--- config.mk ---
export PLATFORM = sky130hd
export DESIGN_NAME = execute_lsu_unit
export DESIGN_NICKNAME = d
export VERILOG_FILES = /design/src/rtl/execute_lsu_unit_pkg.sv /design/src/rtl/execute_lsu_unit_load_extend.sv /design/src/rtl/execute_lsu_unit.sv
export SDC_FILE = /design/constraint.sdc
export NUM_CORES = 1
export LEC_CHECK = 0
export CORE_AREA = 2 2 330 332
export DETAILED_ROUTE_END_ITERATION = 12
export DIE_AREA = 0 0 332 334
export PLACE_DENSITY_LB_ADDON = 0.3
export SYNTH_ARGS = -nofsm -noshare
export SYNTH_HDL_FRONTEND = slang
export SYNTH_SLANG_ARGS = --single-unit
--- constraint.sdc ---
create_clock -name vclk -period 1.4
set_input_delay 0.14 -clock vclk [all_inputs]
set_output_delay 0.14 -clock vclk [all_outputs]
set_load 0.02 [all_outputs]
--- src/rtl/execute_lsu_unit_pkg.sv ---
// rtl/execute_lsu_unit_pkg.sv - shared pipeline pack types, widths and size encodings for the LSU
package execute_lsu_unit_pkg;

  localparam int ADDR_WIDTH          = 32;
  localparam int BUS_DATA_WIDTH      = 32;
  localparam int REG_DATA_WIDTH      = 32;
  localparam int ROB_ID_WIDTH        = 7;
  localparam int SIZE_WIDTH          = 2;
  localparam int PHY_REG_ID_WIDTH    = 6;
  localparam int CHECKPOINT_ID_WIDTH = 3;
  localparam int CSR_ADDR_WIDTH      = 12;

  localparam logic [SIZE_WIDTH-1:0] SIZE_BYTE = 2'b00;
  localparam logic [SIZE_WIDTH-1:0] SIZE_HALF = 2'b01;
  localparam logic [SIZE_WIDTH-1:0] SIZE_WORD = 2'b10;

  typedef enum logic [3:0] {
    instruction_address_misaligned = 4'd0,
    instruction_access_fault       = 4'd1,
    illegal_instruction            = 4'd2,
    breakpoint                     = 4'd3,
    load_address_misaligned        = 4'd4,
    load_access_fault              = 4'd5,
    store_amo_address_misaligned   = 4'd6,
    store_amo_access_fault         = 4'd7,
    env_call_from_u                = 4'd8,
    env_call_from_s                = 4'd9,
    reserved_10                    = 4'd10,
    env_call_from_m                = 4'd11,
    instruction_page_fault         = 4'd12,
    load_page_fault                = 4'd13,
    reserved_14                    = 4'd14,
    store_amo_page_fault           = 4'd15
  } riscv_exception_t;

  typedef enum logic [2:0] {
    op_unit_alu, op_unit_bru, op_unit_csr, op_unit_div, op_unit_lsu, op_unit_mul
  } op_unit_t;

  typedef enum logic [2:0] {
    op_alu, op_branch, op_csr, op_div, op_load, op_store, op_mul, op_other
  } op_t;

  typedef enum logic [2:0] {
    lsu_lb, lsu_lbu, lsu_lh, lsu_lhu, lsu_lw, lsu_sb, lsu_sh, lsu_sw
  } lsu_op_t;

  typedef struct packed {
    logic                           enable;
    logic                           valid;
    logic [ROB_ID_WIDTH-1:0]        rob_id;
    logic [ADDR_WIDTH-1:0]          pc;
    logic [REG_DATA_WIDTH-1:0]      imm;
    logic                           has_exception;
    riscv_exception_t               exception_id;
    logic [REG_DATA_WIDTH-1:0]      exception_value;
    logic                           predicted;
    logic                           predicted_jump;
    logic [ADDR_WIDTH-1:0]          predicted_next_pc;
    logic                           checkpoint_id_valid;
    logic [CHECKPOINT_ID_WIDTH-1:0] checkpoint_id;
    logic [4:0]                     rs1;
    logic [PHY_REG_ID_WIDTH-1:0]    rs1_phy;
    logic [REG_DATA_WIDTH-1:0]      src1_value;
    logic [4:0]                     rs2;
    logic [PHY_REG_ID_WIDTH-1:0]    rs2_phy;
    logic [REG_DATA_WIDTH-1:0]      src2_value;
    logic [4:0]                     rd;
    logic                           rd_enable;
    logic                           need_rename;
    logic [PHY_REG_ID_WIDTH-1:0]    rd_phy;
    logic [CSR_ADDR_WIDTH-1:0]      csr;
    logic [ADDR_WIDTH-1:0]          lsu_addr;
    op_t                            op;
    op_unit_t                       op_unit;
    lsu_op_t                        sub_op;
  } issue_execute_pack_t;

  typedef struct packed {
    logic                           enable;
    logic                           valid;
    logic [ROB_ID_WIDTH-1:0]        rob_id;
    logic [ADDR_WIDTH-1:0]          pc;
    logic [REG_DATA_WIDTH-1:0]      imm;
    logic                           has_exception;
    riscv_exception_t               exception_id;
    logic [REG_DATA_WIDTH-1:0]      exception_value;
    logic                           predicted;
    logic                           predicted_jump;
    logic [ADDR_WIDTH-1:0]          predicted_next_pc;
    logic                           checkpoint_id_valid;
    logic [CHECKPOINT_ID_WIDTH-1:0] checkpoint_id;
    logic [4:0]                     rs1;
    logic [PHY_REG_ID_WIDTH-1:0]    rs1_phy;
    logic [REG_DATA_WIDTH-1:0]      src1_value;
    logic [4:0]                     rs2;
    logic [PHY_REG_ID_WIDTH-1:0]    rs2_phy;
    logic [REG_DATA_WIDTH-1:0]      src2_value;
    logic [4:0]                     rd;
    logic                           rd_enable;
    logic                           need_rename;
    logic [PHY_REG_ID_WIDTH-1:0]    rd_phy;
    logic [REG_DATA_WIDTH-1:0]      rd_value;
    logic [CSR_ADDR_WIDTH-1:0]      csr;
    logic [ADDR_WIDTH-1:0]          lsu_addr;
    op_t                            op;
    op_unit_t                       op_unit;
    lsu_op_t                        sub_op;
  } execute_wb_pack_t;

  typedef struct packed {
    logic                        enable;
    logic [PHY_REG_ID_WIDTH-1:0] phy_id;
    logic [REG_DATA_WIDTH-1:0]   value;
  } execute_feedback_channel_t;

  typedef struct packed {
    logic                  enable;
    logic                  has_exception;
    logic [ADDR_WIDTH-1:0] exception_pc;
    logic                  flush;
  } commit_feedback_pack_t;

  function automatic logic [SIZE_WIDTH-1:0] store_size(input lsu_op_t op);
    case (op)
      lsu_sb:  return SIZE_BYTE;
      lsu_sh:  return SIZE_HALF;
      default: return SIZE_WORD;
    endcase
  endfunction

  function automatic logic [BUS_DATA_WIDTH-1:0] store_data(input lsu_op_t op,
                                                           input logic [BUS_DATA_WIDTH-1:0] v);
    case (op)
      lsu_sb:  return {24'b0, v[7:0]};
      lsu_sh:  return {16'b0, v[15:0]};
      default: return v;
    endcase
  endfunction

  function automatic execute_wb_pack_t to_wb(input issue_execute_pack_t p,
                                             input logic [REG_DATA_WIDTH-1:0] rd_value);
    execute_wb_pack_t w;
    w.enable              = p.enable;
    w.valid               = p.valid;
    w.rob_id              = p.rob_id;
    w.pc                  = p.pc;
    w.imm                 = p.imm;
    w.has_exception       = p.has_exception;
    w.exception_id        = p.exception_id;
    w.exception_value     = p.exception_value;
    w.predicted           = p.predicted;
    w.predicted_jump      = p.predicted_jump;
    w.predicted_next_pc   = p.predicted_next_pc;
    w.checkpoint_id_valid = p.checkpoint_id_valid;
    w.checkpoint_id       = p.checkpoint_id;
    w.rs1                 = p.rs1;
    w.rs1_phy             = p.rs1_phy;
    w.src1_value          = p.src1_value;
    w.rs2                 = p.rs2;
    w.rs2_phy             = p.rs2_phy;
    w.src2_value          = p.src2_value;
    w.rd                  = p.rd;
    w.rd_enable           = p.rd_enable;
    w.need_rename         = p.need_rename;
    w.rd_phy              = p.rd_phy;
    w.rd_value            = rd_value;
    w.csr                 = p.csr;
    w.lsu_addr            = p.lsu_addr;
    w.op                  = p.op;
    w.op_unit             = p.op_unit;
    w.sub_op              = p.sub_op;
    return w;
  endfunction

endpackage

--- src/rtl/execute_lsu_unit_load_extend.sv ---
// rtl/execute_lsu_unit_load_extend.sv - sign/zero extension of right-aligned load data
module lsu_load_extend
  import execute_lsu_unit_pkg::*;
(
  input  lsu_op_t                   lsu_op,
  input  logic [BUS_DATA_WIDTH-1:0] data,
  output logic [REG_DATA_WIDTH-1:0] rd_value
);

  always_comb begin
    rd_value = data;
    case (lsu_op)
      lsu_lb:  rd_value = {{24{data[7]}}, data[7:0]};
      lsu_lbu: rd_value = {24'b0, data[7:0]};
      lsu_lh:  rd_value = {{16{data[15]}}, data[15:0]};
      lsu_lhu: rd_value = {16'b0, data[15:0]};
      default: rd_value = data;
    endcase
  end

endmodule

--- src/rtl/execute_lsu_unit.sv ---
// rtl/execute_lsu_unit.sv - stateless execute-stage load/store unit between issue FIFO and wb port
module execute_lsu_unit
  import execute_lsu_unit_pkg::*;
(
  input  logic                          clk,
  input  logic                          rst,
  input  logic [BUS_DATA_WIDTH-1:0]     stbuf_exlsu_bus_data,
  input  logic [BUS_DATA_WIDTH-1:0]     stbuf_exlsu_bus_data_feedback,
  input  logic                          stbuf_exlsu_bus_ready,
  output logic [ROB_ID_WIDTH-1:0]       exlsu_stbuf_rob_id,
  output logic [ADDR_WIDTH-1:0]         exlsu_stbuf_write_addr,
  output logic [SIZE_WIDTH-1:0]         exlsu_stbuf_write_size,
  output logic [BUS_DATA_WIDTH-1:0]     exlsu_stbuf_write_data,
  output logic                          exlsu_stbuf_push,
  input  logic                          stbuf_exlsu_full,
  input  issue_execute_pack_t           issue_lsu_fifo_data_out,
  input  logic                          issue_lsu_fifo_data_out_valid,
  output logic                          issue_lsu_fifo_pop,
  output execute_wb_pack_t              lsu_wb_port_data_in,
  output logic                          lsu_wb_port_we,
  output logic                          lsu_wb_port_flush,
  output execute_feedback_channel_t     lsu_execute_channel_feedback_pack,
  input  commit_feedback_pack_t         commit_feedback_pack
);

  issue_execute_pack_t       p;
  logic                      flush_req;
  logic                      idle;
  logic                      is_load;
  logic [REG_DATA_WIDTH-1:0] load_value;

  assign p         = issue_lsu_fifo_data_out;
  assign flush_req = commit_feedback_pack.enable & commit_feedback_pack.flush;
  assign idle      = !rst || flush_req || !issue_lsu_fifo_data_out_valid;
  assign is_load   = p.sub_op inside {lsu_lb, lsu_lbu, lsu_lh, lsu_lhu, lsu_lw};

  // Clock and raw bus data are part of the port contract only.
  logic unused_inputs;
  assign unused_inputs = &{1'b0, clk, stbuf_exlsu_bus_data,
                           commit_feedback_pack.has_exception, commit_feedback_pack.exception_pc};

  lsu_load_extend u_load_extend (
    .lsu_op   (p.sub_op),
    .data     (stbuf_exlsu_bus_data_feedback),
    .rd_value (load_value)
  );

  // Store buffer fields track the head continuously; push alone qualifies them.
  assign exlsu_stbuf_rob_id     = p.rob_id;
  assign exlsu_stbuf_write_addr = p.lsu_addr;
  assign exlsu_stbuf_write_size = store_size(p.sub_op);
  assign exlsu_stbuf_write_data = store_data(p.sub_op, p.src2_value);

  always_comb begin
    issue_lsu_fifo_pop                = 1'b0;
    lsu_wb_port_we                    = 1'b0;
    lsu_wb_port_flush                 = 1'b1;
    exlsu_stbuf_push                  = 1'b0;
    lsu_execute_channel_feedback_pack = '0;
    lsu_wb_port_data_in               = '0;
    if (!idle) begin
      lsu_wb_port_data_in = to_wb(p, '0);
      if (!p.enable) begin
        issue_lsu_fifo_pop = 1'b1;
      end else if (!p.valid || p.has_exception) begin
        issue_lsu_fifo_pop = 1'b1;
        lsu_wb_port_we     = 1'b1;
        lsu_wb_port_flush  = 1'b0;
      end else if (is_load) begin
        if (stbuf_exlsu_bus_ready) begin
          issue_lsu_fifo_pop           = 1'b1;
          lsu_wb_port_we               = 1'b1;
          lsu_wb_port_flush            = 1'b0;
          lsu_wb_port_data_in.rd_value = load_value;
          if (p.rd_enable && p.need_rename) begin
            lsu_execute_channel_feedback_pack.enable = 1'b1;
            lsu_execute_channel_feedback_pack.phy_id = p.rd_phy;
            lsu_execute_channel_feedback_pack.value  = load_value;
          end
        end
      end else if (!stbuf_exlsu_full) begin
        exlsu_stbuf_push   = 1'b1;
        issue_lsu_fifo_pop = 1'b1;
        lsu_wb_port_we     = 1'b1;
        lsu_wb_port_flush  = 1'b0;
      end
    end
  end

endmodule

==> impl_metrics.csv <==
group,metric,value,unit
pwr,power,5860,µW
route,drc,0,
route,drt_iter0_markers,231,
route,vias_per_cell,3.01,
outcome,status,"finished, violations left",
die,core,0.108,mm²
logic_synthesis,yosysSeqAreaShare,0,
die,io_pins,852,
die,die_w,332,µm
die,dieArea,0.111,mm²
sta,fin_crit,1.73,ns
worst_setup_path,crit_path_frequent_cell,"buf_12",
finish,layout-area-overhead-vs-synth,463,%
logic_synthesis,syn_inst,597,
die,die-height,334,µm
global_routing,grt_pass1_vias,9178,
finish,fillerInstances,11800,
place,portBuffers,786,
sta,hold_viol_final,0,
worst_setup_path,crit_path_top_delay_cell,"and4bb_1",
pwr,powerDensity,284,mW/mm²
finish,fin_cells,2994,
worst_setup_path,crit_path_max_incr_delay,0.31,ns
finish,final_cell_mix,"clkdlybuf4s50_1 (348), buf_6 (262), and3_4 (243), buf_12 (211), buf_4 (162)",
clock_network,ctsHoldBuffers,0,
route,routed_wl,78.0,mm
pwr,peakVddDrop,143,µV
worst_setup_path,critPathTopFamily,"buffers and inverters",
sta,setup_viol,391,
logic_synthesis,syn_area,0.00367,mm²
sta,slew_headroom,0.665,
finish,final_nets,1973,
worst_setup_path,cp_num_buf_inv,7,
sta,rsz0062_at_grt,"yes",
logic_synthesis,syn_nets,1001,
logic_synthesis,yosys.area.top_type,"and3_1",
worst_hold_path,hold_class,"input port to primary output",
place,dpl.cell_count,2823,
place,post-place-ws,-1.13,ns
finish,final_common_cell,"clkdlybuf4s50_1",
route,dr.pass1.iters,6,
worst_hold_path,whs_path_depth,4,
global_routing,grt_overflow,0,
global_routing,grt_pass1_wl,96.6,mm
worst_setup_path,worst_ep_arrival_time,1.59,ns
sta,drv_slew,0,
logic_synthesis,synth_top_cell_area_share,0.514,
global_routing,grt_usage,0.131,
finish,layout-drive-gt1-share,0.696,
finish,final_util,0.192,
sta,tightestPinTransition,0.502,ns
route,num_vias,9025,
finish,nClkBuffers,0,
route,wl_per_cell,26.0,µm
logic_synthesis,yosysUniqueCellTypes,31,
global_routing,antenna_found_initial,64,
logic_synthesis,postSynthAreaPerCell,6.15,µm²
sta,finalCritPeriodShare,1.24,
die,row_count,121,
job,maxCapViolCount,0,
logic_synthesis,synthTopCellsByArea,"and3_1 (51%), buf_4 (9.8%), clkbuf_1 (7.5%)",
sta,setup_ws,-0.332,ns
worst_setup_path,cp_max_fo,5,
sta,tns,-65.12,ns
finish,seq_area,0,µm²
outcome,violations,"setup timing",
worst_setup_path,cp-end-kind,"primary output",
worst_setup_path,critPathLaunchType,"input port",
pwr,leakage,0.00865,µW
place,place.gp.congestion,0.769,
finish,seq_cell_count,0,
global_routing,grt_max_degree,39,
route,drtAntennaViolNets,0,
sta,max_clock_freq,577,MHz
worst_hold_path,holdPathEnd,"lsu_wb_port_data_in[68]",
worst_hold_path,min_from,"stbuf_exlsu_bus_data_feedback[15]",
die,initial_core_util,0.0341,
place,hpwl,61.5,mm
logic_synthesis,yosysWarnings,0,
worst_setup_path,path_class,"input port to primary output",
worst_setup_path,crit_required,1.26,ns
worst_setup_path,worstPathCellList,"buf_12, and4bb_1, nand4_4, buf_12, buf_4, buf_12, buf_12, buf_6, nor3_4, buf_6",
==> area by class of cell <==
type               count  area (µm²)  area share
repair buffers      1099       13700       0.663
multi-input cells    466        5160       0.250
well taps           1414        1770      0.0856
diodes                13        32.5     0.00157
inverters              2        7.51    0.000363
==> synthesized netlist by cell type (all sizes together) <==
| cell | instances |
|---|---|
| nor2b | 18 |
| buf | 59 |
| nor4b | 1 |
| nor2 | 16 |
| and4bb | 1 |
| and3b | 9 |
| mux2i | 1 |
| a221oi | 1 |
| a21boi | 1 |
| nand3b | 1 |
| xor2 | 1 |
| nand2 | 12 |
| nor4 | 23 |
| a21oi | 2 |
| nor3b | 1 |
| nand3 | 2 |
| and2 | 33 |
| o21ai | 1 |
| a21o | 1 |
| nor3 | 25 |
| nand4 | 3 |
| o21ba | 1 |
| and3 | 302 |
| inv | 2 |
| a211oi | 7 |
| clkbuf | 73 |
==> logic make-up (layout without fill, tap and decap cells) <==
logic type	Yosys count	count (layout)	synth area share
compound gates	14	14	0.0286
other cells	0	13	0
buf+inv	134	1101	0.193
mux	1	1	0.00273
simple gates	447	450	0.773
xor+xnor	1	1	0.00239
==> how the worst max path moves through the flow <==
stage,startpoint,endpoint,slack [ns],cells past startpoint
6_report,issue_lsu_fifo_data_out[0],lsu_wb_port_data_in[78],-0.33,10
2_1_floorplan,issue_lsu_fifo_data_out[0],lsu_execute_channel_feedback_pack[16],-0.18,4
3_5_place_dp,issue_lsu_fifo_data_out[0],lsu_execute_channel_feedback_pack[16],-1.13,9
4_1_cts,issue_lsu_fifo_data_out[0],lsu_execute_channel_feedback_pack[29],-0.41,9
3_3_place_gp,issue_lsu_fifo_data_out[0],lsu_execute_channel_feedback_pack[16],-1.22,9
5_1_grt,issue_lsu_fifo_data_out[0],lsu_execute_channel_feedback_pack[16],-0.42,9
==> metal layers <==
layer / GRT usage / vias to the layer above / part of all wire
met3: 0.0587 / 117 / 0.10
li1: - / 4099 / -
met4: 0.0103 / 76 / 0.019
met1: 0.147 / 4246 / 0.38
met5: 0 / - / 0.0061
met2: 0.237 / 487 / 0.49
==> metrics by stage <==
stage / hold WS, ns / area, µm²
final: 0.726 / 20700
after CTS: 0.841 / 18600
after global placement: 0.864 / 15700
after floorplan: 0.369 / 3910
after detailed placement: 0.872 / 15700
after global routing: 0.777 / 20600
==> what timing repair did <==
item	in CTS	in global routing
setup endpoints to repair	421	387
pin swaps	101	120
cloned	35	12
buffers inserted	81	54
gates resized for setup	1383	541
==> worst min-delay path: stages <==
cell and delay (ns):
clkbuf_2 0.12, a221oi_4 0.08, nor2_1 0.09, buf_4 0.16
==> report_power, final <==
| part | internal [µW] | switching, µW |
|---|---|---|
| clock network | 0.00110 | 0 |
| registers | 0 | 0 |
| logic | 3350 | 2510 |
(Power assumes the default switching activity.)
